--- src/rtl/output_collector.sv ---
// -----------------------------------------------------------------------------
// output_collector
//
// Sits downstream of the 2x2 systolic array. The array emits each column's
// accumulators as a skewed two-beat stream (column 1: c11 then c21, column 2:
// c12 then c22). This block captures both streams, narrows every element from
// ACC_WIDTH to OUT_WIDTH with signed saturation, and presents the complete
// 2x2 result behind a valid/ready handshake. A watchdog abandons a collection
// that does not complete within TIMEOUT cycles.
//
// Build option:
//   COLLECTOR_RELU_EN  when defined, negative accumulators are forced to 0
//                      before saturation (so negatives never flag a clip).
//                      When undefined, signed values saturate unchanged.
//
// Parameters:
//   ACC_WIDTH  width of the array column outputs (signed)
//   OUT_WIDTH  width of result elements (signed)
//   TIMEOUT    max cycles spent collecting before abort (>= 4)
//
// Ports:
//   clk                 rising-edge clock
//   reset_n             asynchronous, active-low reset
//   start               pulse: begin a new collection
//   col1_valid/data     column-1 beats (beat0 = c11, beat1 = c21)
//   col2_valid/data     column-2 beats (beat0 = c12, beat1 = c22)
//   out_ready           consumer accepts the held matrix
//   out_valid           c11..c22 hold a complete, stable result
//   c11,c12,c21,c22     registered result elements
//   busy                collector is not idle
//   timeout             one-cycle pulse when the watchdog aborts
//   overflow            sticky: a beat was dropped (third beat or beat in HOLD)
//   sat_flag            an element of the current result was clipped
// -----------------------------------------------------------------------------
module output_collector #(
    parameter int ACC_WIDTH = 32,
    parameter int OUT_WIDTH = 16,
    parameter int TIMEOUT   = 16
) (
    input  logic                 clk,
    input  logic                 reset_n,
    input  logic                 start,
    input  logic                 col1_valid,
    input  logic [ACC_WIDTH-1:0] col1_data,
    input  logic                 col2_valid,
    input  logic [ACC_WIDTH-1:0] col2_data,
    input  logic                 out_ready,
    output logic                 out_valid,
    output logic [OUT_WIDTH-1:0] c11,
    output logic [OUT_WIDTH-1:0] c12,
    output logic [OUT_WIDTH-1:0] c21,
    output logic [OUT_WIDTH-1:0] c22,
    output logic                 busy,
    output logic                 timeout,
    output logic                 overflow,
    output logic                 sat_flag
);

    localparam int TW = $clog2(TIMEOUT);
    localparam logic signed [ACC_WIDTH-1:0] OUT_MAX = ACC_WIDTH'(2 ** (OUT_WIDTH - 1) - 1);
    localparam logic signed [ACC_WIDTH-1:0] OUT_MIN = ~OUT_MAX;

    typedef enum logic [1:0] {
        IDLE    = 2'd0,
        COLLECT = 2'd1,
        HOLD    = 2'd2
    } state_t;

    // Returns {clipped, narrowed_value}.
    function automatic logic [OUT_WIDTH:0] sat_conv(input logic signed [ACC_WIDTH-1:0] v_in);
        logic signed [ACC_WIDTH-1:0] v;
        logic [OUT_WIDTH:0]          r;
        v = v_in;
`ifdef COLLECTOR_RELU_EN
        if (v < 0) begin
            v = '0;
        end
`endif
        if (v > OUT_MAX) begin
            r = {1'b1, OUT_MAX[OUT_WIDTH-1:0]};
        end else if (v < OUT_MIN) begin
            r = {1'b1, OUT_MIN[OUT_WIDTH-1:0]};
        end else begin
            r = {1'b0, v[OUT_WIDTH-1:0]};
        end
        return r;
    endfunction

    // Column-indexed views of the two input streams (index 0 = column 1).
    logic [1:0]                  col_valid;
    logic [1:0][ACC_WIDTH-1:0]   col_data;
    logic [1:0][OUT_WIDTH:0]     conv_res;

    assign col_valid = {col2_valid, col1_valid};
    assign col_data  = {col2_data, col1_data};

    genvar gi;
    generate
        for (gi = 0; gi < 2; gi++) begin : gen_conv
            assign conv_res[gi] = sat_conv(col_data[gi]);
        end
    endgenerate

    state_t                            state_reg, state_next;
    logic [1:0][1:0]                   cnt_reg, cnt_next;      // beats taken per column (0..2)
    logic [TW-1:0]                     timer_reg, timer_next;
    // Staging slots [column][beat]; the visible c-regs load only on completion
    // so a partial collection never disturbs the presented result.
    logic [1:0][1:0][OUT_WIDTH-1:0]    slot_reg, slot_next;
    logic [1:0][1:0][OUT_WIDTH-1:0]    c_reg, c_next;
    logic                              timeout_reg, timeout_next;
    logic                              overflow_reg, overflow_next;
    logic                              sat_reg, sat_next;

    always_ff @(posedge clk or negedge reset_n) begin
        if (!reset_n) begin
            state_reg    <= IDLE;
            cnt_reg      <= '0;
            timer_reg    <= '0;
            slot_reg     <= '0;
            c_reg        <= '0;
            timeout_reg  <= 1'b0;
            overflow_reg <= 1'b0;
            sat_reg      <= 1'b0;
        end else begin
            state_reg    <= state_next;
            cnt_reg      <= cnt_next;
            timer_reg    <= timer_next;
            slot_reg     <= slot_next;
            c_reg        <= c_next;
            timeout_reg  <= timeout_next;
            overflow_reg <= overflow_next;
            sat_reg      <= sat_next;
        end
    end

    always_comb begin
        state_next    = state_reg;
        cnt_next      = cnt_reg;
        timer_next    = timer_reg;
        slot_next     = slot_reg;
        c_next        = c_reg;
        timeout_next  = 1'b0;
        overflow_next = overflow_reg;
        sat_next      = sat_reg;

        case (state_reg)
            IDLE: begin
                if (start) begin
                    state_next    = COLLECT;
                    cnt_next      = '0;
                    timer_next    = '0;
                    overflow_next = 1'b0;
                    sat_next      = 1'b0;
                end
            end

            COLLECT: begin
                timer_next = timer_reg + TW'(1);
                for (int c = 0; c < 2; c++) begin
                    if (col_valid[c]) begin
                        if (cnt_reg[c] == 2'd2) begin
                            overflow_next = 1'b1;
                        end else begin
                            slot_next[c][cnt_reg[c][0]] = conv_res[c][OUT_WIDTH-1:0];
                            cnt_next[c] = cnt_reg[c] + 2'd1;
                            if (conv_res[c][OUT_WIDTH]) begin
                                sat_next = 1'b1;
                            end
                        end
                    end
                end
                // Completion is judged on post-capture counts so that a final
                // beat landing on the watchdog edge still wins.
                if (cnt_next[0] == 2'd2 && cnt_next[1] == 2'd2) begin
                    state_next = HOLD;
                    c_next     = slot_next;
                end else if (timer_reg == TW'(TIMEOUT - 1)) begin
                    state_next   = IDLE;
                    timeout_next = 1'b1;
                end
            end

            HOLD: begin
                if (|col_valid) begin
                    overflow_next = 1'b1;
                end
                if (out_ready) begin
                    if (start) begin
                        // Entering a fresh collection clears the status flags,
                        // including any beat dropped on this same edge.
                        state_next    = COLLECT;
                        cnt_next      = '0;
                        timer_next    = '0;
                        overflow_next = 1'b0;
                        sat_next      = 1'b0;
                    end else begin
                        state_next = IDLE;
                    end
                end
            end

            default: begin
                state_next = IDLE;
            end
        endcase
    end

    assign out_valid = (state_reg == HOLD);
    assign busy      = (state_reg != IDLE);
    assign timeout   = timeout_reg;
    assign overflow  = overflow_reg;
    assign sat_flag  = sat_reg;
    assign c11       = c_reg[0][0];
    assign c21       = c_reg[0][1];
    assign c12       = c_reg[1][0];
    assign c22       = c_reg[1][1];

endmodule

--- config.mk ---
export PLATFORM = sky130hd
export DESIGN_NAME = output_collector
export DESIGN_NICKNAME = d
export VERILOG_FILES = /design/src/rtl/output_collector.sv
export SDC_FILE = /design/constraint.sdc
export NUM_CORES = 1
export LEC_CHECK = 0
export ABC_AREA = 1
export BUFFER_PORTS_ARGS = -buffer_cell sky130_fd_sc_hd__buf_4
export CORE_MARGIN = 2
export CORE_UTILIZATION = 45
export CTS_CLUSTER_DIAMETER = 100
export DETAILED_ROUTE_END_ITERATION = 6
export GPL_TIMING_DRIVEN = 0
export PLACE_DENSITY_LB_ADDON = 0.25
export SYNTH_ARGS = -nofsm -noshare
export SYNTH_HDL_FRONTEND = slang
export SYNTH_SLANG_ARGS = --single-unit
--- constraint.sdc ---
create_clock -name clk -period 1.7 [get_ports clk]
set_input_delay 0.17 -clock clk [delete_from_list [all_inputs] [get_ports clk]]
set_output_delay 0.17 -clock clk [all_outputs]
set_load 0.01 [all_outputs]
### Word level (Yosys, flattened, before mapping)

Cells that the tools add are included.

* logic and storage cells: 100
* output and inout bits: 69
* flip-flop bits (word level): 141
* input bits: 70

* equal/unequal tests: 10
* muxes and demuxes: 53
* add/sub/neg operators: 3
* reduce and logical (&&, ||, !) cells: 11
* $lt $le $gt $ge: 8

Operators with widths (number)
* 2-to-1 mux 32 bit: 4
* 2-to-1 mux 17 bit: 4
* bitwise mux 32 bit: 2
* greater-than comparator 32 x 16 -> 1 bit, second input constant: 2
* less-than comparator 32 x 16 -> 1 bit, second input constant: 2
* demux 16 bit (select 1 bit): 2
* 2-to-1 mux 16 bit: 2
* one-hot mux 4 bit (3 select lines): 2
* 2-to-1 mux 1 bit: 20
* 2-to-1 mux 2 bit: 10
* 2-to-1 mux 4 bit: 4
* equality test 2 bit, second input constant: 5
* one-hot mux 1 bit (3 select lines): 2
* one-hot mux 2 bit (3 select lines): 1
* AND reduction 2 bit: 3
* adder 2 x 1 -> 2 bit, second input constant: 2
* adder 4 x 1 -> 4 bit, second input constant: 1
* equality test 4 bit, second input constant: 1
* less-than comparator 1 x 2 -> 1 bit, second input constant: 2
* != test 2 bit, second input constant: 2
* logical AND 1 bit: 3
* != test 3 bit, second input constant: 1
* AND reduction 3 bit: 1
* nonzero test 3 bit: 1
* other kinds (5): 6

### Logic depth before layout (Yosys ltp)

* depth in word-level cells: 10
* depth in mapped cells: 10
* mapped depth without buffers: 10

### Least setup slack after synthesis

No wires, ideal clock.

* kind: register -> register
* from: register state_reg[0]
* to: register timer_reg[0]
* clock period less this slack: 1656 ps
* stages on the path, launching flop included: 9
* path slack: 44 ps
* required time: 1623 ps
* arrival time: 1579 ps
* setup time: 77 ps
* path through: dfrtp_1 -> inv_1 -> ha_1 -> inv_1 -> nor2_1 -> nor3_1 -> buf_2 -> a21oi_1 -> a21oi_1

* longest elaborated chain between the ends: 3

Ends and longest elaborated chain
* start, declared: line 104 `state_t state_reg, state_next;`
* start signal, assigned: line 126 `state_reg <= state_next;`
* equality test 2 bit *
* named net out_valid: line 48 `output logic out_valid,`
* != test 2 bit (no source line) or nonzero test 3 bit (tied branches)
* AND reduction 2 bit (no source line)
* end signal, assigned: line 128 `timer_reg <= timer_next;`
* end, declared: line 106 `logic [TW-1:0] timer_reg, timer_next;`

The timed path passes the listed nets; every way through them passes the cells marked *.
A chain may end at the register's enable or synchronous reset.

### Worst setup path after layout

* from: register cnt_reg[1] in the netlist's numbering
* to: register c_reg (netlist bit c21[0])

* longest elaborated chain between the ends: 7

Ends and longest elaborated chain
* start, declared: line 105 `logic [1:0][1:0] cnt_reg, cnt_next;`
* start signal, assigned: line 127 `cnt_reg <= cnt_next;`
* adder 2 x 1 -> 2 bit or equality test 2 bit (tied branches): line 166, 162
* 2-to-1 mux 2 bit: line 162 `if (cnt_reg[c] == 2'd2) begin`
* 2-to-1 mux 2 bit: line 161 `if (col_valid[c]) begin`
* 2-to-1 mux 2 bit: line 147 `case (state_reg)`
* equality test 2 bit: line 175 `if (cnt_next[0] == 2'd2 && cnt_next[1] == 2'd2) begin`
* logical AND 1 bit: line 175
* AND reduction 2 bit (no source line)
* end signal, assigned: line 130 `c_reg <= c_next;`
* end, declared: line 110 `logic [1:0][1:0][OUT_WIDTH-1:0] c_reg, c_next;`

Parallel ways exist; a longest one is shown, timed or not. The select of a mux whose other input is x is not followed.

==> summary.txt <==
Run status
  • Run status: complete, but fails checks
  • Failing checks: negative setup slack

Placed design
  • Placed Cells: 1225
  • Post-DP Area: 0.00831 mm²
  • RePlAce Congestion: 0.852
  • DPL Wire Length: 13400 µm
  • PortBufs: 138

Clock tree
  • Clk_lat worst skew: 0.43 ns
  • Worst-path clk slew: 0.06 ns
  • Sink Count: 141
  • Clk buf depth: 2
  • Cts bufs inserted: 17
  • Root Buffer Master: clkbuf_16
  • H-tree depth: 4
  • CTS tree: done

STA
  • Fmax: 0.544 GHz
  • Worst hold slack: 0.112 ns
  • RSZ-0062 raised after global routing: yes
  • PnR worst setup slack: -0.137 ns
  • Slew headroom: 65.3%
  • Final setup fails: 96
  • Final Hold Viols: 0
  • Fin crit period: 1.84 ns
  • Fin. max-slew vios: 0
  • Worst-margin pin slew: 0.521 ns
  • Final period util: 108%
  • Post-route clock skew: 0.00946 ns

Logic synthesis
  • Post-Syn Area: 0.00701 mm²
  • Synthesized instance count: 898
  • Simple-Gate Fraction of Synth Area: 40.1%
  • Compound-Gate Fraction of Synth Area: 2.48%
  • Seq/Total Area, Yosys: 50.3%
  • XOR/XNOR Fraction of Synth Area: 0.125%
  • Number of synthesized flops with an enable pin: 0
  • Synth async-reset ratio: 100%
  • Average size of a mapped cell: 7.80 µm²
  • Synthesis warning total: 0
  • Most common library cells after synthesis: nand2_1 (344), nand3_1 (188), dfrtp_1 (141), or2_2 (54), nor2_1 (37)
  • Syn nets: 978
  • Yosys top cell area share: 50.3%
  • Synth area leaders: dfrtp_1 (50%), nand2_1 (18%), nand3_1 (13%)
  • Leading cell type by number of instances after synthesis: nand2_1
  • Most used DFF post-synth: dfrtp_1
  • Largest family of logic cells by synthesized area: simple AND/OR/NAND/NOR gates
  • Synth cell types: 25
  • Seq cells post-synth: 141
  • Adder-Cell Fraction of Synth Area: 1.79%
  • Mux cell area share after synthesis: 0%
  • Synth area leader: dfrtp_1

Layout
  • Layout area overhead: 39.2%
  • Antenna cell count: 0
  • Max reg flops: 64
  • Nets@finish: 1161
  • Post-route cell area: 0.00975 mm²
  • Final Non-Filler Cells: 1281
  • Share of cells above drive strength 1: 33.2%

Power and ir drop
  • Leak: 5.10 nW
  • Total power draw: 0.0166 W
  • Pwr Density: 1700 mW/mm²
  • Max IR drop VDD: 948 µV

Drt
  • Average wire per standard cell: 15.5 µm
  • Antenna-violating nets left: 0
  • Vias/cell: 5.21
  • Initial drt markers: 685
  • Final wirelength: 19900 µm
  • Pre-antenna DRT Iters: 6
  • Via Count: 6678
  • DRC violations left: 0

Floorplan
  • Die X: 129 µm
  • Core box area: 0.0152 mm²
  • Die Area: 0.0166 mm²
  • Chip height: 129 µm
  • Initial Util: 46.1%
  • FP Rows: 45
  • IO Count: 139

Critical path
  • Setup Crit Path Kind: flop to flop
  • Worst path bufs/invs: 4
  • Largest stage delay, worst path: 0.38 ns
  • Critical path arrival: 2.20 ns
  • Reg2Reg Setup Slack: -0.14 ns
  • CP max stage cell: dfrtp_1
  • Crit path max fanout: 10
  • CP required: 2.07 ns
  • Cell family with most CP delay: simple AND/OR/NAND/NOR gates
  • Critical Path Start Type: flop
  • Crit path capture type: flop
  • CP cell instances: inv_2 -> ha_4 -> nand2_2 -> o21ai_2 -> nand4_2 -> nor2_4 -> buf_6 -> buf_12 -> buf_8 -> nand3_1 -> nand2_1

Worst hold path
  • Min-Delay Path Class: input port to flop

Global routing
  • GRT Util Overall: 23.6%
  • Global-route wire length before repair: 30500 µm
  • Grt total ovfl: 0
  • Initial antenna violation count: 0
  • Vias in the first global route: 6123
  • Pin count of the biggest net entering global routing: 92

Job
  • Max_cap viols: 0
[what timing repair did]
item,CTS,global route
hold endpoints to repair,50,0
buffers inserted,9,7
hold buffers,1,0
gates cloned,3,6
pin swaps,8,21
setup endpoints to repair,140,140
resized for setup,74,89
[final cells by class]
| class | count | area [µm²] |
|---|---|---|
| fillers | 1298 | 5450 |
| clock inverters | 13 | 213 |
| well taps | 188 | 235 |
| clock buffers | 18 | 439 |
| flip-flops and latches | 141 | 3530 |
| multi-input cells | 680 | 3420 |
| inverters | 28 | 120 |
| repair buffers | 165 | 1380 |
| plain buffers | 48 | 413 |
[power breakdown]
part / leakage [nW] / total (W) / switching [W] / internal (W)
logic: 2.96 / 0.00693 / 0.00380 / 0.00313
clock network: 0.309 / 0.00416 / 0.00152 / 0.00264
registers: 1.84 / 0.00550 / 0.000731 / 0.00477
total: 5.10 / 0.0166 / 0.00605 / 0.0105
[placed cells by master (no fill, tap or decap), types with 6 or more instances in the layout]
cell	Yosys	routed
nand3_1	188	153
clkbuf_16	0	18
buf_6	5	19
clkbuf_1	21	9
nand2_1	344	340
buf_8	1	7
buf_4	0	157
or2_2	54	54
nand3_2	0	32
clkbuf_2	0	6
o21ai_0	16	12
inv_2	5	8
a21oi_1	6	6
nor2_4	1	6
inv_1	23	18
nor2_1	37	35
o21ai_2	4	9
dfrtp_1	141	140
[routing by layer]
layer  up-vias  wire length [µm]  track usage [%]
li1       3271                 -                -
met3        41              1100             4.78
met2       232              9450             36.6
met5         -                 0                0
met4         0               470             9.02
met1      3134              8870             32.9
[metrics by stage]
stage	worst slack, ns	TNS (ns)	util [%]
finish	-0.137	-6.93	64.1
global route	-0.206	-14.76	64.1
CTS	-0.107	-4.47	61.7
detailed placement	-0.544	-38.90	54.7
global placement	-0.536	-58.44	54.5
floorplan	0.0440	0	-
[worst paths after layout]
check | start | endpoint | depth (start not counted)
max | cnt_reg[1] | c21[0] | 11
min | col1_data[31] | c11[15] | 5
max reg2reg | cnt_reg[1] | c21[0] | 11
min reg2reg | c22[15] | c22[15] | 2
max in group asynchronous | reset_n | state_reg[0] | 3
min in group asynchronous | reset_n | c11[0] | 2
[worst min-delay path, cell delays in order]
cell and delay, ns:
buf_4 0.11, nand2_1 0.06, o21ai_2 0.06, nand2_1 0.05, nand2_1 0.05
[kinds of logic (layout without fill, tap and decap cells)]
group	Yosys count	after routing
and+or+nand+nor	638	638
buffers and inverters	77	272
DFF	141	141
xor gates and xnor gates	1	1
adders and majority gates	10	10
AOI/OAI and AO/OA	31	31
Power figures use the tool's default switching activity.
